===== config.mk =====
export PLATFORM = sky130hd
export DESIGN_NAME = noc_packet_gen
export DESIGN_NICKNAME = d
export VERILOG_FILES = /design/src/rtl/noc_pkg.sv /design/src/rtl/noc_packet_gen.sv
export SDC_FILE = /design/constraint.sdc
export NUM_CORES = 1
export LEC_CHECK = 0
export ABC_CLOCK_PERIOD_IN_PS = 6000
export BUFFER_PORTS_ARGS = -buffer_cell sky130_fd_sc_hd__buf_2
export CAP_MARGIN = 20
export CORE_MARGIN = 4
export CORE_UTILIZATION = 40
export DETAILED_ROUTE_END_ITERATION = 7
export HOLD_SLACK_MARGIN = 0.05
export PLACE_DENSITY = 0.67
export SLEW_MARGIN = 0
export SYNTH_ARGS = -nofsm -noshare
export SYNTH_HDL_FRONTEND = slang
export SYNTH_SLANG_ARGS = --single-unit

===== constraint.sdc =====
create_clock -name clk -period 6 [get_ports clk]
set_input_delay 1.2 -clock clk [delete_from_list [all_inputs] [get_ports clk]]
set_output_delay 1.2 -clock clk [all_outputs]
set_load 0.05 [all_outputs]

===== src/rtl/noc_pkg.sv =====
// Shared definitions for the NoC packet source and the router:
// FSM encoding, packet field positions and the packet formatter.
package noc_pkg;

   localparam int PKT_W       = 13;
   localparam int DEST_LSB    = 0;
   localparam int IDX_LSB     = 2;
   localparam int PAYLOAD_LSB = 4;
   localparam int PARITY_BIT  = 12;

   typedef enum logic [1:0] {
      IDLE     = 2'd0,
      SEND     = 2'd1,
      GAP_WAIT = 2'd2,
      DONE     = 2'd3
   } state_t;

   // The payload is base + index modulo 256; bit 12 makes the whole packet even parity.
   function automatic logic [PKT_W-1:0] noc_pkt_format(input logic [1:0] dest,
                                                       input logic [1:0] idx,
                                                       input logic [7:0] base);
      logic [PKT_W-1:0] pkt;
      pkt = '0;
      pkt[DEST_LSB +: 2]    = dest;
      pkt[IDX_LSB +: 2]     = idx;
      pkt[PAYLOAD_LSB +: 8] = base + {6'd0, idx};
      pkt[PARITY_BIT]       = ^pkt[PARITY_BIT-1:0];
      return pkt;
   endfunction

endpackage


===== src/rtl/noc_packet_gen.sv =====
// Burst packet source: latches a command, emits formatted packets on a
// valid/ready/last handshake with an optional idle gap, then pulses done.
//
// Handshake: a packet transfers on any rising edge where valid && ready.
// Once valid is high, packet and last hold stable and valid stays high
// until that transfer happens (only reset may drop it early).
module noc_packet_gen
   import noc_pkg::*;
#(
   parameter int WIDTH_PACKET = 13,
   parameter int MAX_BURST    = 4,
   parameter int GAP          = 0
) (
   input  logic                    clk,
   input  logic                    rst,
   input  logic                    start,
   input  logic [1:0]              dest,
   input  logic [2:0]              burst_len,
   input  logic [7:0]              base_payload,
   input  logic                    ready,
   output logic                    valid,
   output logic                    last,
   output logic [WIDTH_PACKET-1:0] packet,
   output logic                    busy,
   output logic                    done,
   output state_t                  dbg_state
);

   state_t            state_q, state_d;
   logic [1:0]        idx_q, idx_d;
   logic [2:0]        len_q, len_d;
   logic [1:0]        dest_q, dest_d;
   logic [7:0]        base_q, base_d;
   logic [7:0]        gap_cnt_q, gap_cnt_d;
   logic              valid_q, valid_d;
   logic              last_q, last_d;
   logic [PKT_W-1:0]  packet_q, packet_d;
   logic              done_q, done_d;

   logic [2:0]        eff_len;
   logic [1:0]        idx_inc;

   assign eff_len = (burst_len > 3'(MAX_BURST)) ? 3'(MAX_BURST) : burst_len;
   assign idx_inc = idx_q + 2'd1;

   // State and registered outputs.
   always_ff @(posedge clk) begin
      if (rst) begin
         state_q   <= IDLE;
         idx_q     <= '0;
         len_q     <= '0;
         dest_q    <= '0;
         base_q    <= '0;
         gap_cnt_q <= '0;
         valid_q   <= 1'b0;
         last_q    <= 1'b0;
         packet_q  <= '0;
         done_q    <= 1'b0;
      end else begin
         state_q   <= state_d;
         idx_q     <= idx_d;
         len_q     <= len_d;
         dest_q    <= dest_d;
         base_q    <= base_d;
         gap_cnt_q <= gap_cnt_d;
         valid_q   <= valid_d;
         last_q    <= last_d;
         packet_q  <= packet_d;
         done_q    <= done_d;
      end
   end

   // Next state plus the next value of every registered output; valid, last,
   // packet and done default low so packet is zero whenever valid is low.
   always_comb begin
      state_d   = state_q;
      idx_d     = idx_q;
      len_d     = len_q;
      dest_d    = dest_q;
      base_d    = base_q;
      gap_cnt_d = gap_cnt_q;
      valid_d   = 1'b0;
      last_d    = 1'b0;
      packet_d  = '0;
      done_d    = 1'b0;

      unique case (state_q)
         IDLE: begin
            if (start && (eff_len != 3'd0)) begin
               state_d  = SEND;
               idx_d    = 2'd0;
               len_d    = eff_len;
               dest_d   = dest;
               base_d   = base_payload;
               valid_d  = 1'b1;
               last_d   = (eff_len == 3'd1);
               packet_d = noc_pkt_format(dest, 2'd0, base_payload);
            end
         end

         SEND: begin
            if (valid_q && ready) begin
               if (last_q) begin
                  state_d = DONE;
                  done_d  = 1'b1;
               end else if (GAP > 0) begin
                  state_d   = GAP_WAIT;
                  gap_cnt_d = 8'(GAP - 1);
               end else begin
                  idx_d    = idx_inc;
                  valid_d  = 1'b1;
                  last_d   = ({1'b0, idx_inc} == (len_q - 3'd1));
                  packet_d = noc_pkt_format(dest_q, idx_inc, base_q);
               end
            end else begin
               // Stalled: hold the offered packet unchanged.
               valid_d  = valid_q;
               last_d   = last_q;
               packet_d = packet_q;
            end
         end

         GAP_WAIT: begin
            if (gap_cnt_q == 8'd0) begin
               state_d  = SEND;
               idx_d    = idx_inc;
               valid_d  = 1'b1;
               last_d   = ({1'b0, idx_inc} == (len_q - 3'd1));
               packet_d = noc_pkt_format(dest_q, idx_inc, base_q);
            end else begin
               gap_cnt_d = gap_cnt_q - 8'd1;
            end
         end

         DONE: begin
            state_d = IDLE;
         end

         default: state_d = IDLE;
      endcase
   end

   assign valid     = valid_q;
   assign last      = last_q;
   assign packet    = WIDTH_PACKET'(packet_q);
   assign done      = done_q;
   assign busy      = (state_q != IDLE);
   assign dbg_state = state_q;

endmodule


==> results of run 1 <==
[flip-flops by register name, indices dropped and copies added, names as in the netlist, 2 cells and up]
name,count
idx_q,2
len_q,3
gap_cnt_q,8
packet,13
dbg_state,2
dest_q,2
base_q,8
[power groups by stage]
stage | logic [mW] | clock network, mW | registers [mW]
3_5_place_dp | 0.219 | 0 | 0.317
6_report | 0.219 | 0.233 | 0.311
2_1_floorplan | 0.136 | 0 | 0.351
3_3_place_gp | 0.218 | 0 | 0.316
5_1_grt | 0.239 | 0.250 | 0.313
4_1_cts | 0.221 | 0.239 | 0.310
[stage by stage]
step,instance area (µm²),util [%],setup WS (ns)
after floorplan,2240,-,3.41
after global placement,2440,44.7,3.11
after detailed placement,2440,44.7,3.03
after CTS,2560,46.9,3.35
after global routing,2560,46.9,3.11
final,2560,46.9,3.34
[routing by layer]
metal / track usage (%) / routed length (µm) / part of all wire [%]
met5: 0 / 0 / 0
met4: 4.90 / 82 / 1.6
met3: 4.27 / 262 / 5.2
met2: 23.9 / 2270 / 45
met1: 19.8 / 2430 / 48
[synthesized netlist by cell type, drive strengths merged (5+ instances only)]
library cell	instances	share of area, %
dfxtp	41	37
xor2	5	2.0
clkbuf	13	2.2
nand3	7	1.8
nor2	24	4.0
a222oi	6	2.7
ha	9	5.0
nand2	40	6.7
a31oi	5	1.4
inv	13	2.2
xnor2	21	8.2
a21oi	19	4.2
[path summary, 6_finish.rpt]
| path | start | endpoint | slack, ns | cells after the start |
|---|---|---|---|---|
| max | burst_len[0] | packet[0]$_SDFFE_PP0P_ | 3.34 | 6 |
| min | len_q[1]$_SDFFE_PP0P_ | len_q[1]$_SDFFE_PP0P_ | 0.46 | 2 |
| max reg2reg | idx_q[1]$_SDFFE_PP0P_ | packet[12]$_SDFFE_PP0P_ | 3.38 | 8 |
| min reg2reg | len_q[1]$_SDFFE_PP0P_ | len_q[1]$_SDFFE_PP0P_ | 0.46 | 2 |
[worst max-delay path, stage by stage]
cell and delay (ns):
buf_2 0.11, o31ai_1 0.34, or2_1 0.50, nor3_1 0.25, a222oi_1 0.35, nor2_1 0.06
[cell type report]
class                   count  area [µm²]
inverters                  13        48.8
multi-input cells         192        1310
fillers                   547        2910
flip-flops and latches     41         821
clock buffers               6        82.6
repair buffers             35         175
well taps                  72        90.1
clock inverters             2        37.5
[cell families (layout without fill, tap and decap cells)]
group           after synthesis  after routing
buf+inv                      28             56
fa+ha+maj                    10             10
xor+xnor                     29             29
mux                           2              2
compound gates               50             50
simple gates                101            101
flops                        41             41
==> metrics.yaml, run 1 <==
power_and_ir_drop:
  p_comb_share_pct: 28.7
  sequentialPowerShare_pct: 40.7
  vdd_drop_max_v: 0.000136
  p_clk_share_pct: 30.6
  leakage_nw: 1.01
  p_sw_mw: 0.258
  p_int_mw: 0.505
  finalPower_mw: 0.763
  p_sw_share_pct: 33.8
  p_per_area_nw_per_um2: 297
timing:
  rsz0062_at_grt: "false"
  finClkSkew_ns: 0.00988
  drv_slew: 0
  final.setup.tns_ns: 0
  fin_crit_sh_pct: 44.4
  hold_viol: 0
  whs_ns: 0.463
  max_slew_margin_pct: 37.9
  finalCriticalPeriod_ns: 2.66
  clock.fmax_mhz: 376
  tightestPinTransition_ns: 0.928
  final-setup-viol-count: 0
finish:
  diodes: 0
  final_cells: 361
  area_delta_synth_final_pct: 14.3
  drive_gt1_share_pct: 16.6
  final_common_cell: "dfxtp_1"
  nets: 315
  final_cell_mix: "dfxtp_1, nand2_1, buf_2, nor2_1, xnor2_1"
synthesis:
  yosysWarnings: 0
  synth_seq_cells: 41
  synthCells: 261
  synth_top_family_by_area: "simple AND/OR/NAND/NOR gates"
  synth-xor-area-share_pct: 13.2
  synth_edf_count: 0
  synth_adder_area_share_pct: 5.91
  synth_area_um2: 2240
  async_flop_share_pct: 0
  synthMuxAreaShare_pct: 0.892
  yosysSeqAreaShare_pct: 36.6
  synth.avg_cell_area_um2: 8.60
  synthFlopType: "dfxtp_1"
  yosys.area_share.simple_pct: 22.6
  synth_cell_type_count: 48
  syn_nets: 288
  synth-compound-area-share_pct: 15.8
clocking:
  cts_buffers: 5
  cts.reportedPaths.clkPinSlew_ns: 0.08
  htreeDepth: 2
  postCtsSetupBuffers: 0
  cts_sinks: 41
  tritoncts: "done"
  cts-resized-gates: 0
  cts_root_buf: "clkbuf_8"
  clk_latency_ns: 0.29
  cts_hold_buffers: 0
  clock_path_buffers: 2
global_route:
  antenna_found_initial: 0
  grt-ovfl-total: 0
  grt_pass1_vias: 1824
  grt_pass1_wl_mm: 8.56
  track_usage_pct: 15.1
  grt_max_degree: 43
drt:
  drtIter0Drc: 76
  vias_per_cell: 5.23
  drcViolationCount: 0
  num_vias: 1889
  wire_per_inst_um: 13.9
  totalWireLength_mm: 5.04
  drtAntennaViolNets: 0
  first_pass_iters: 4
setup_path:
  arrival_ns: 2.82
  worstSetupPathType: "primary input to register"
  end_kind: "register"
  cp_max_fo: 16
  start_kind: "primary input"
  crit_required_ns: 6.16
die:
  core-area_um2: 5470
  rows: 27
  dieHeight_um: 82.9
  die_x_um: 82.9
  dieArea_um2: 6870
  io_pins: 36
  start_util_pct: 41.0
placement:
  hpwl_mm: 3.73
  dp.cells: 353
  finalWeightedCongestion: 0.812
  numPortBuffers: 35
run:
  max-cap-violations: 0
min_path:
  min-delay-path-class: "register to register"
status:
  status: "finished, final reports clean"
Note: power is estimated with default switching activity, not from simulation.
==> run 2, diff against run 1 <==
--- a/config.mk
+++ b/config.mk
@@ -5,7 +5,7 @@
 export SDC_FILE = /design/constraint.sdc
 export NUM_CORES = 1
 export LEC_CHECK = 0
-export ABC_CLOCK_PERIOD_IN_PS = 6000
+export ABC_CLOCK_PERIOD_IN_PS = 2600
 export BUFFER_PORTS_ARGS = -buffer_cell sky130_fd_sc_hd__buf_2
 export CAP_MARGIN = 20
 export CORE_MARGIN = 4
==> constraint.sdc (replaced) <==
create_clock -name clk -period 2.6 [get_ports clk]
set_input_delay 0.52 -clock clk [delete_from_list [all_inputs] [get_ports clk]]
set_output_delay 0.52 -clock clk [all_outputs]
set_load 0.05 [all_outputs]
==> run 2 against run 1 <==
  * Largest cell class unchanged
  * Power is 120% higher
  * Highest routed layer unchanged
  * Count of clock-buffer cells in the layout is 1 higher
  * Critical endpoint is now packet[12]$_SDFFE_PP0P_
  * Worst hold slack worse by 0.0031 ns
  * Global-route usage is 0.86 points higher
==> metrics.yaml, run 2 (synthesis results as in run 1) <==
status:
  status: "finished, final reports clean"
global_route:
  grt_pass1_wl_mm: 8.96  # +4.8%
  grt-ovfl-total: 0  # unchanged
  grt_max_degree: 43  # unchanged
  track_usage_pct: 16.0  # +0.86 points
  antenna_found_initial: 0  # unchanged
  grt_pass1_vias: 1843  # +1.0%
clocking:
  cts_sinks: 41  # unchanged
  clock_path_buffers: 2  # unchanged
  htreeDepth: 2  # unchanged
  tritoncts: "done"
  cts_hold_buffers: 0  # unchanged
  postCtsSetupBuffers: 0  # unchanged
  cts.reportedPaths.clkPinSlew_ns: 0.09  # about the same
  clk_latency_ns: 0.30  # about the same
  cts_buffers: 5  # unchanged
  cts-resized-gates: 0  # unchanged
  cts_root_buf: "clkbuf_8"
drt:
  drtAntennaViolNets: 0  # unchanged
  drtIter0Drc: 137  # +80%
  first_pass_iters: 4  # unchanged
  totalWireLength_mm: 5.24  # +4.2%
  wire_per_inst_um: 14.3  # +2.4%
  drcViolationCount: 0  # unchanged
  num_vias: 1904  # +0.79%
  vias_per_cell: 5.19  # -0.85%
setup_path:
  reg2reg_to: "packet[12]$_SDFFE_PP0P_"
  end_kind: "register"
  r2r_start: "idx_q[1]$_SDFFE_PP0P_"
  arrival_ns: 2.55  # -0.27 ns
  crit_required_ns: 2.75  # -3.41 ns
  cp_max_fo: 4  # -12
  crit_chain: "xor2_1 -> inv_1 -> fa_1 -> nand3b_1 -> mux2i_1 -> xnor3_1 -> nand4bb_1 -> o221ai_1"
  start_kind: "register"
  cpPeakStageDelay_ns: 0.44  # -0.06 ns
  reg2reg_depth: 8  # unchanged
  worstSetupPathType: "register to register"
  worst-r2r-setup-slack_ns: 0.20  # -3.18 ns
  slowest_stage: "fa_1"
  cp-startpoint: "idx_q[1]$_SDFFE_PP0P_"
timing:
  clock.fmax_mhz: 417
  finClkSkew_ns: 0.0114  # +0.00156 ns
  hold_viol: 0  # unchanged
  max_slew_margin_pct: 45.7  # +7.8 points
  rsz0062_at_grt: "false"
  tightestPinTransition_ns: 0.814  # -0.114 ns
  final-setup-viol-count: 0  # unchanged
  final.setup.tns_ns: 0  # unchanged
  fin_crit_sh_pct: 92.3
  finalCriticalPeriod_ns: 2.40
  drv_slew: 0  # unchanged
finish:
  drive_gt1_share_pct: 18.3  # +1.7 points
  regArea_um2: 821  # unchanged
  multi_input_area_um2: 1310  # unchanged
  final_common_cell: "dfxtp_1"
  nFillCells: 570  # +4.2%
  fin_area_um2: 2590  # +1.0%
  area_delta_synth_final_pct: 15.4
  final_cell_mix: "dfxtp_1, nand2_1, buf_2, nor2_1, xnor2_1"
  largest_register_ffs: 13  # unchanged
  diodes: 0  # unchanged
  nets: 321  # +1.9%
run:
  max-cap-violations: 0  # unchanged
min_path:
  hp-start: "len_q[1]$_SDFFE_PP0P_"
  holdPathEnd: "len_q[1]$_SDFFE_PP0P_"
  min-delay-path-class: "register to register"
  holdPathStages: 2  # unchanged
die:
  die_x_um: 82.9  # unchanged
  start_util_pct: 41.0  # unchanged
  dieHeight_um: 82.9  # unchanged
  core-area_um2: 5470  # unchanged
  dieArea_um2: 6870  # unchanged
  io_pins: 36  # unchanged
  rows: 27  # unchanged
placement:
  placed_cell_area_um2: 2490  # +1.8%
  numPortBuffers: 35  # unchanged
  finalWeightedCongestion: 0.824  # +1.5%
  hpwl_mm: 3.83  # +2.6%
power_and_ir_drop:
  finalPower_mw: 1.71  # +120%
  vdd_drop_max_v: 0.000405  # +200%
  leakage_nw: 1.04  # +2.7%
  p_per_area_nw_per_um2: 661  # +120%
## run 2: changes by cell type in the layout (fill, tap and decap cells not counted), sizes merged
cell,change
clkbuf,+1
buf,+6
bufinv,-1
clkinvlp,-1
clkinv,+1
## run 2: worst max-delay path, delay by kind of cell, from the launching register on
family          cells  cell delay [ns]
xor+xnor            2             0.64
buf+inv             1             0.10
mux                 1             0.19
compound gates      1             0.11
fa+ha+maj           1             0.44
flops               1             0.42
simple gates        2             0.34
## run 2: report_power, final
group | switching [mW] | internal (mW) | total (mW)
logic | 0.331 | 0.198 | 0.529
registers | 0.0396 | 0.673 | 0.713
clock network | 0.230 | 0.240 | 0.471
## run 2: through the flow
step	setup slack, ns	cells	utilization [%]	hold slack, ns
final	0.201	367	47.3	0.460
after global routing	0.0504	367	47.3	0.478
after CTS	0.209	367	47.3	0.464
after detailed placement	0.233	359	45.5	0.451
after global placement	0.316	359	45.5	0.444
after floorplan	0.245	261	-	0.432
## run 2: routing by layer
layer  GRT usage, %  wire length [µm]  up-vias
met5              0                 0        -
met1           20.7              2420      891
met3           3.67               302        6
li1               -                 -      968
met4           4.90                62        0
met2           26.3              2460       39
## run 2: final cells by class
| type | instances | area share (%) |
|---|---|---|
| Tap cell | 72 | 3.48 |
| Clock buffer | 7 | 3.72 |
| Sequential cell | 41 | 31.7 |
| Timing Repair Buffer | 41 | 8.50 |
| Multi-Input combinational cell | 192 | 50.6 |
| Inverter | 13 | 1.88 |
| Clock inverter | 1 | 0.193 |
## run 2: how the worst max path moves through the flow
stage / endpoint / slack, ns / cells after the start
floorplan: packet[0]$_SDFFE_PP0P_ / 0.24 / 8
global placement: packet[12]$_SDFFE_PP0P_ / 0.32 / 8
detailed placement: packet[12]$_SDFFE_PP0P_ / 0.23 / 8
CTS: packet[12]$_SDFFE_PP0P_ / 0.21 / 8
global route: packet[12]$_SDFFE_PP0P_ / 0.05 / 8
finish: packet[12]$_SDFFE_PP0P_ / 0.20 / 8
